==> src/rtl/bcd_serial_addsub.sv <==
// Digit-serial packed-BCD adder/subtractor: one digit per cycle, least significant digit first.
// Optional subtract path is compiled in by defining BCD_SUB_EN.
module bcd_serial_addsub #(
    parameter int unsigned DIGITS = 4
) (
    input  logic                  clk,
    input  logic                  rst_n,
    input  logic                  in_valid,
    output logic                  in_ready,
    input  logic [4*DIGITS-1:0]   x,
    input  logic [4*DIGITS-1:0]   y,
    input  logic                  cin,
    input  logic                  sub,
    output logic                  out_valid,
    input  logic                  out_ready,
    output logic [4*DIGITS-1:0]   s,
    output logic                  cout,
    output logic                  err
);

    localparam int unsigned W  = 4 * DIGITS;
    localparam int unsigned IW = $clog2(DIGITS);

    typedef enum logic [1:0] {StIdle, StRun, StDone} state_t;

    state_t          state;
    logic [W-1:0]    x_sh;
    logic [W-1:0]    y_sh;
    logic [IW-1:0]   idx;
    logic            carry;
    logic            sub_r;

    logic            bad_in;
    logic            carry_init;
    logic [3:0]      y_dig;
    logic [4:0]      sum;
    logic [3:0]      dig;
    logic            carry_nxt;

    assign in_ready  = (state == StIdle);
    assign out_valid = (state == StDone);

    // Non-BCD digits anywhere in either operand poison the whole result.
    always_comb begin
        bad_in = 1'b0;
        for (int k = 0; k < int'(DIGITS); k++) begin
            if (x[4*k +: 4] > 4'd9 || y[4*k +: 4] > 4'd9) bad_in = 1'b1;
        end
    end

`ifdef BCD_SUB_EN
    // Subtraction as x + nines-complement(y) + ~borrow.
    assign carry_init = sub ? ~cin : cin;
    assign y_dig      = sub_r ? 4'd9 - y_sh[3:0] : y_sh[3:0];
`else
    logic unused_sub;
    assign unused_sub = sub ^ sub_r;
    assign carry_init = cin;
    assign y_dig      = y_sh[3:0];
`endif

    always_comb begin
        sum       = {1'b0, x_sh[3:0]} + {1'b0, y_dig} + {4'd0, carry};
        dig       = sum[3:0];
        carry_nxt = 1'b0;
        if (sum > 5'd9) begin
            dig       = 4'(sum - 5'd10);
            carry_nxt = 1'b1;
        end
    end

    always_ff @(posedge clk) begin
        if (!rst_n) begin
            state <= StIdle;
            x_sh  <= '0;
            y_sh  <= '0;
            idx   <= '0;
            carry <= 1'b0;
            sub_r <= 1'b0;
            s     <= '0;
            cout  <= 1'b0;
            err   <= 1'b0;
        end else begin
            unique case (state)
                StIdle: begin
                    if (in_valid) begin
                        x_sh  <= x;
                        y_sh  <= y;
`ifdef BCD_SUB_EN
                        sub_r <= sub;
`else
                        sub_r <= 1'b0;
`endif
                        carry <= carry_init;
                        idx   <= '0;
                        err   <= bad_in;
                        s     <= '0;
                        cout  <= 1'b0;
                        state <= StRun;
                    end
                end
                StRun: begin
                    // Result digits enter at the top and shift down into place.
                    x_sh  <= x_sh >> 4;
                    y_sh  <= y_sh >> 4;
                    s     <= {(err ? 4'd0 : dig), s[W-1:4]};
                    carry <= carry_nxt;
                    idx   <= idx + 1'b1;
                    if (idx == IW'(DIGITS - 1)) begin
                        cout  <= carry_nxt & ~err;
                        idx   <= '0;
                        state <= StDone;
                    end
                end
                StDone: begin
                    if (out_ready) state <= StIdle;
                end
                default: state <= StIdle;
            endcase
        end
    end

endmodule

==> config.mk <==
export PLATFORM = sky130hd
export DESIGN_NAME = bcd_serial_addsub
export DESIGN_NICKNAME = d
export VERILOG_FILES = /design/src/rtl/bcd_serial_addsub.sv
export SDC_FILE = /design/constraint.sdc
export NUM_CORES = 1
export LEC_CHECK = 0
export ABC_CLOCK_PERIOD_IN_PS = 6800
export CORE_UTILIZATION = 45
export DETAILED_ROUTE_END_ITERATION = 10
export GPL_TIMING_DRIVEN = 0
export PLACE_DENSITY = 0.72
export SLEW_MARGIN = 25
export SYNTH_ARGS = -nofsm -noshare
export SYNTH_HDL_FRONTEND = slang
export SYNTH_SLANG_ARGS = --single-unit
==> constraint.sdc <==
create_clock -name clk -period 6.8 [get_ports clk]
set_input_delay 1.36 -clock clk [delete_from_list [all_inputs] [get_ports clk]]
set_output_delay 1.36 -clock clk [all_outputs]
set_load 0.01 [all_outputs]
==> results.txt, run 1 <==
run status - completed
vias in the first global route - 2233
clk_lat worst skew - 0.31 ns
CTS buffer count - 5
area of the core - 0.00554 mm2
Power per Cell Area - 217 mW/mm2
Setup crit start kind - register
global route overflow - 0
clock transition at the registers of the reported paths - 0.10 ns
CTS sink cnt - 55
min-delay worst type - register to register
WHS Endpoint - s[0]
leak pwr - 1.46 nW
io pins - 58
crit path time final - 3.16 ns
max-slew violations - 0
area delta synth->final - 29.4%
total negative slack - 0 ns
CTS Buffer Depth - 2
Critical Path Sink Type - primary output
worst hold start - s[0]
async set or reset register ratio after synthesis - 0%
# setup viols final - 0
Worst Path Arrival - 1.80 ns
diode count - 0
crit path max fanout - 10
cts hold-fix bufs - 0
Most used DFF post-synth - dfxtp_1
Iteration-0 DRC Markers - 165
TritonRoute pass-1 iters - 4
Final Cell Area - 0.00338 mm2
reg2reg path depth - 9
Post-Route WL - 6360 um
Reg2Reg Setup Slack - 4.10 ns
Fmax - 0.317 GHz
Hold Path Depth - 2
CTS resizes - 0
Max-Cap Viols - 0
root buf cell - clkbuf_8
RSZ-0062 raised after global routing - no
first-pass GRT wire length - 10600 um
EDFF count, synth - 0
Unique masters post-synth - 35
worst path required time - 5.44 ns
Cell Rows - 27
synthesized area - 0.00262 mm2
FILL cells - 546
sequential area share after synthesis - 42.1%
DRT antenna net count - 0
Die W - 78.3 um
detailed-route via count - 2429
syn_nets - 358
DP Area - 0.00327 mm2
Post-CTS Setup Repair Bufs - 0
Setup Skew - 0.0104 ns
buffers added on ports - 56
relative slew slack - 58.6%
worst r2r src - x_sh[0]
period utilization - 46.4%
Final Net Count - 421
Worst IR Drop VDD - 0.115 mV
Post-Syn Area per Cell - 8.36 um2
WL/cell - 14.2 um
reg2reg end - s[13]
initial antenna violation count - 0
CTS tree - built
DRC errors left - 0
Fin. Hold Viols - 0
largest net degree at the start of global routing - 18
Tot GR Track Use - 22.1%
share of layout cells above drive strength 1 - 5.04%
CTS H-tree depth - 2
Yosys warnings - 0
critical path class - register to primary output
Initial Utilization - 47.2%
routability cong. - 0.858
DP HPWL - 4890 um
routed vias/inst - 5.41
Post-Syn Instances - 313
Die Y - 78.3 um
die area - 0.00612 mm2
Slew @ Worst Pin - 0.619 ns
#FFs+latches synth - 55
## Yosys cell counts (2+ instances only)
master / n / area share, %
inv_1: 4 / 0.57
dfxtp_1: 55 / 42
nand2_1: 72 / 10
clkbuf_1: 19 / 2.7
o211a_1: 24 / 9.2
mux2i_1: 2 / 0.77
a32o_1: 2 / 0.77
nor2b_1: 7 / 1.7
a21boi_0: 21 / 6.0
nor3_1: 2 / 0.38
nand4_1: 2 / 0.48
nor2_1: 5 / 0.72
ha_1: 5 / 2.4
and2_1: 2 / 0.48
or2_2: 3 / 0.72
nand3_1: 48 / 9.2
o21ai_0: 10 / 1.9
buf_1: 4 / 0.57
a21oi_1: 6 / 1.1
nand2b_1: 2 / 0.48
a22oi_1: 2 / 0.57
fa_1: 2 / 1.5
buf_2: 2 / 0.38
## through the flow
stage                     util, %  setup slack [ns]  power, mW  hold slack [ns]  cells
after floorplan                 -              4.28      0.466            0.455    313
after global placement       59.0              3.59      0.523            0.463    441
after CTS                    61.0              3.66      0.740            0.486    449
final                        61.1              3.64      0.736            0.483    449
after global routing         61.1              3.53      0.777            0.519    449
after detailed placement     59.0              3.54      0.526            0.471    441
## placed cells by master, fill, tap and decap left out, drive strengths merged, types with 6 or more instances in the layout
cell type / netlist / layout
a21boi: 21 / 21
o21ai: 10 / 10
buf: 6 / 6
dfxtp: 55 / 55
clkdlybuf4s50: 0 / 56
o211a: 24 / 24
nor2b: 7 / 7
nand3: 48 / 48
clkbuf: 19 / 24
a21oi: 6 / 6
nand2: 72 / 72
## state kept, by name, summed over array words and instances, names as in the netlist
signal  cells
cout        1
s          16
x_sh       16
idx         2
state       2
y_sh       16
carry       1
err         1
## how the worst max path moves through the flow
stage | startpoint | endpoint | cells past startpoint
floorplan | x_sh[0] | s[13] | 9
global placement | in_valid | err | 6
detailed placement | in_valid | x_sh[13] | 4
CTS | state[1] | out_valid | 3
global route | state[1] | out_valid | 3
finish | state[1] | out_valid | 3
## routing by layer
| metal | global-route usage [%] | part of all wire (%) | routed length [um] |
|---|---|---|---|
| met1 | 31.3 | 48 | 3080 |
| met2 | 34.3 | 45 | 2850 |
| met3 | 3.26 | 5.3 | 335 |
| met4 | 6.85 | 1.5 | 95 |
| met5 | 0 | 0 | 0 |
## layout make-up
class                      instances  area [um2]  area share, %
timing repair buffer              56         561           16.6
tap                               72        90.1           2.66
clock buffer                       5        68.8           2.03
multi-input combinational        229        1410           41.6
sequential                        55        1100           32.5
clock inverter                     3        43.8           1.29
buffer                            25        96.3           2.85
inverter                           4        15.0          0.444
## report_power, final
part	internal, mW	total (mW)	switching, mW
registers	0.343	0.358	0.0143
logic	0.0769	0.162	0.0850
clock network	0.110	0.216	0.107
total	0.530	0.736	0.206
## critical path, stage by stage, from the launching register on
cell and delay, ns:
dfxtp_1 0.34, clkbuf_1 0.31, nor2b_1 0.27, clkdlybuf4s50_1 0.57
## kinds of logic after synthesis
| kind of cell | share of synthesized area (%) |
|---|---|
| multiplexers | 0.765 |
| adder cells (fa/ha/maj) | 3.92 |
| flip-flops | 42.1 |
| XOR/XNOR | 0.957 |
| buffers and inverters | 4.26 |
| AND/OR/NAND/NOR | 26.1 |
| AO/OA/AOI/OAI | 22.0 |
(Power assumes the default switching activity.)
==> run 2, diff against run 1 <==
Settings changed: ABC_CLOCK_PERIOD_IN_PS 6800 to 2600, PLACE_DENSITY 0.72 to 0.75.
Clock period 6.8 ns to 2.6 ns, I/O delays scaled along.
==> results.txt, run 2 (same netlist as run 1, synthesis figures left out) <==
global route overflow - 0 (unchanged)
diode count - 0 (unchanged)
root buf cell - clkbuf_8
fin util - 61.1% (about the same)
Power per Cell Area - 544 mW/mm2 (+150%)
WL/cell - 14.3 um (+0.64%)
routability cong. - 0.803 (-6.4%)
CTS tree - built
Die Y - 78.3 um (unchanged)
DRT antenna net count - 0 (unchanged)
Setup Skew - 0.00659 ns (-0.00384 ns)
leak pwr - 1.45 nW (-0.53%)
detailed-route via count - 2441 (+0.49%)
Iteration-0 DRC Markers - 107 (-35%)
CTS sink cnt - 55 (unchanged)
Initial Utilization - 47.2% (unchanged)
relative slew slack - 58.3% (-0.27 points)
Top Registers - s x16, x_sh x16, y_sh x16
Tot GR Track Use - 22.6% (+0.55 points)
die area - 0.00612 mm2 (unchanged)
CTS Buffer Depth - 2 (unchanged)
routed vias/inst - 5.42 (+0.27%)
CTS buffer count - 5 (unchanged)
worst path required time - 2.84 ns (-2.60 ns)
Final Net Count - 424 (+0.71%)
Critical Path Sink Type - register
clk_lat worst skew - 0.31 ns (about the same)
clock transition at the registers of the reported paths - 0.09 ns (about the same)
first-pass GRT wire length - 10900 um (+2.5%)
min-delay worst type - register to register
max-slew violations - 0 (unchanged)
period utilization - 95.4%
DP HPWL - 4930 um (+0.75%)
io pins - 58 (unchanged)
run status - completed
total power - 1.84 mW (+150%)
# setup viols final - 0 (unchanged)
Cell Rows - 27 (unchanged)
initial antenna violation count - 0 (unchanged)
total negative slack - 0 ns (unchanged)
Worst Path Arrival - 2.72 ns (+0.92 ns)
crit path time final - 2.48 ns
Fin. Hold Viols - 0 (unchanged)
Max-Cap Viols - 0 (unchanged)
Slew @ Worst Pin - 0.623 ns (+0.00402 ns)
Fmax - 0.403 GHz
Die W - 78.3 um (unchanged)
RSZ-0062 raised after global routing - no
most common cell after layout, fill and taps aside - nand2_1
FILL cells - 521 (-4.6%)
Post-Route WL - 6420 um (+0.86%)
CTS H-tree depth - 2 (unchanged)
area delta synth->final - 29.4% (about the same)
Setup crit start kind - register
area of the core - 0.00554 mm2 (unchanged)
FF+latch area - 0.00110 mm2 (+0.11%)
TritonRoute pass-1 iters - 4 (unchanged)
share of layout cells above drive strength 1 - 6.35% (+1.3 points)
crit path max fanout - 3 (-7)
most frequent cells in the layout - nand2_1 (72), clkdlybuf4s50_1 (56), dfxtp_1 (54)
largest net degree at the start of global routing - 16 (-2)
Worst IR Drop VDD - 0.250 mV (+120%)
footprint of the multi-input gates - 0.00142 mm2 (+0.98%)
vias in the first global route - 2296 (+2.8%)
DRC errors left - 0 (unchanged)
buffers added on ports - 56 (unchanged)
critical path class - register to register
[run 2: cell count changes in the layout (fill, tap and decap cells not counted), sizes merged]
cell and delta:
clkinv -2, clkinvlp +1, bufinv -1, buf +3
[run 2: through the flow]
stage / std cells / instance area, um2 / hold WS, ns / setup slack, ns
floorplan: 313 / 2620 / 0.455 / 0.0831
global placement: 441 / 3270 / 0.463 / -0.0748
detailed placement: 441 / 3270 / 0.468 / -0.108
CTS: 450 / 3370 / 0.481 / 0.0542
global route: 450 / 3390 / 0.504 / 0.00232
finish: 450 / 3390 / 0.477 / 0.119
[run 2: final timing paths]
kind | startpoint | end | slack, ns | cells after the start
worst max-delay path | x_sh[0] | s[14] | 0.12 | 9
worst min-delay path | s[2] | s[2] | 0.48 | 2
worst max register to register | x_sh[0] | s[14] | 0.12 | 9
worst min register to register | s[2] | s[2] | 0.48 | 2
[run 2: layout make-up]
type	count	area share, %
multi-input cells	229	42.0
clock inverters	1	0.222
flip-flops and latches	55	32.6
inverters	4	0.443
repair buffers	59	17.2
well taps	72	2.66
clock buffers	5	2.03
plain buffers	25	2.85
[run 2: repair_timing]
action / 4_1_cts / 5_1_grt
resized for setup: 2 / 3
endpoints found under the hold margin: 0 / 0
hold buffers: 0 / 0
buffers inserted: 3 / 0
pin swaps: 2 / 1
endpoints found under the setup margin: 3 / 3
[run 2: metal layers]
layer  share of wire, %  global-route usage (%)  vias to the layer above  wire length, um
li1                   -                       -                     1218                -
met1                 47                    30.3                     1145             3000
met4                1.4                    7.04                        0               91
met3                4.6                    4.07                        8              294
met5                  0                       0                        -                0
met2                 47                    36.8                       70             3030
[run 2: worst max-delay path, stage by stage, from the launching register on]
cell      delay, ns
dfxtp_2        0.34
fa_2           0.40
fa_2           0.58
inv_1          0.08
ha_1           0.20
nor2b_2        0.17
o41ai_4        0.27
buf_4          0.18
nand2_1        0.04
o221ai_1       0.16
[run 2: power breakdown]
group / total, mW / switching, mW / internal (mW)
registers: 0.937 / 0.0387 / 0.898
logic: 0.458 / 0.230 / 0.227
clock network: 0.448 / 0.268 / 0.180
total: 1.84 / 0.537 / 1.30
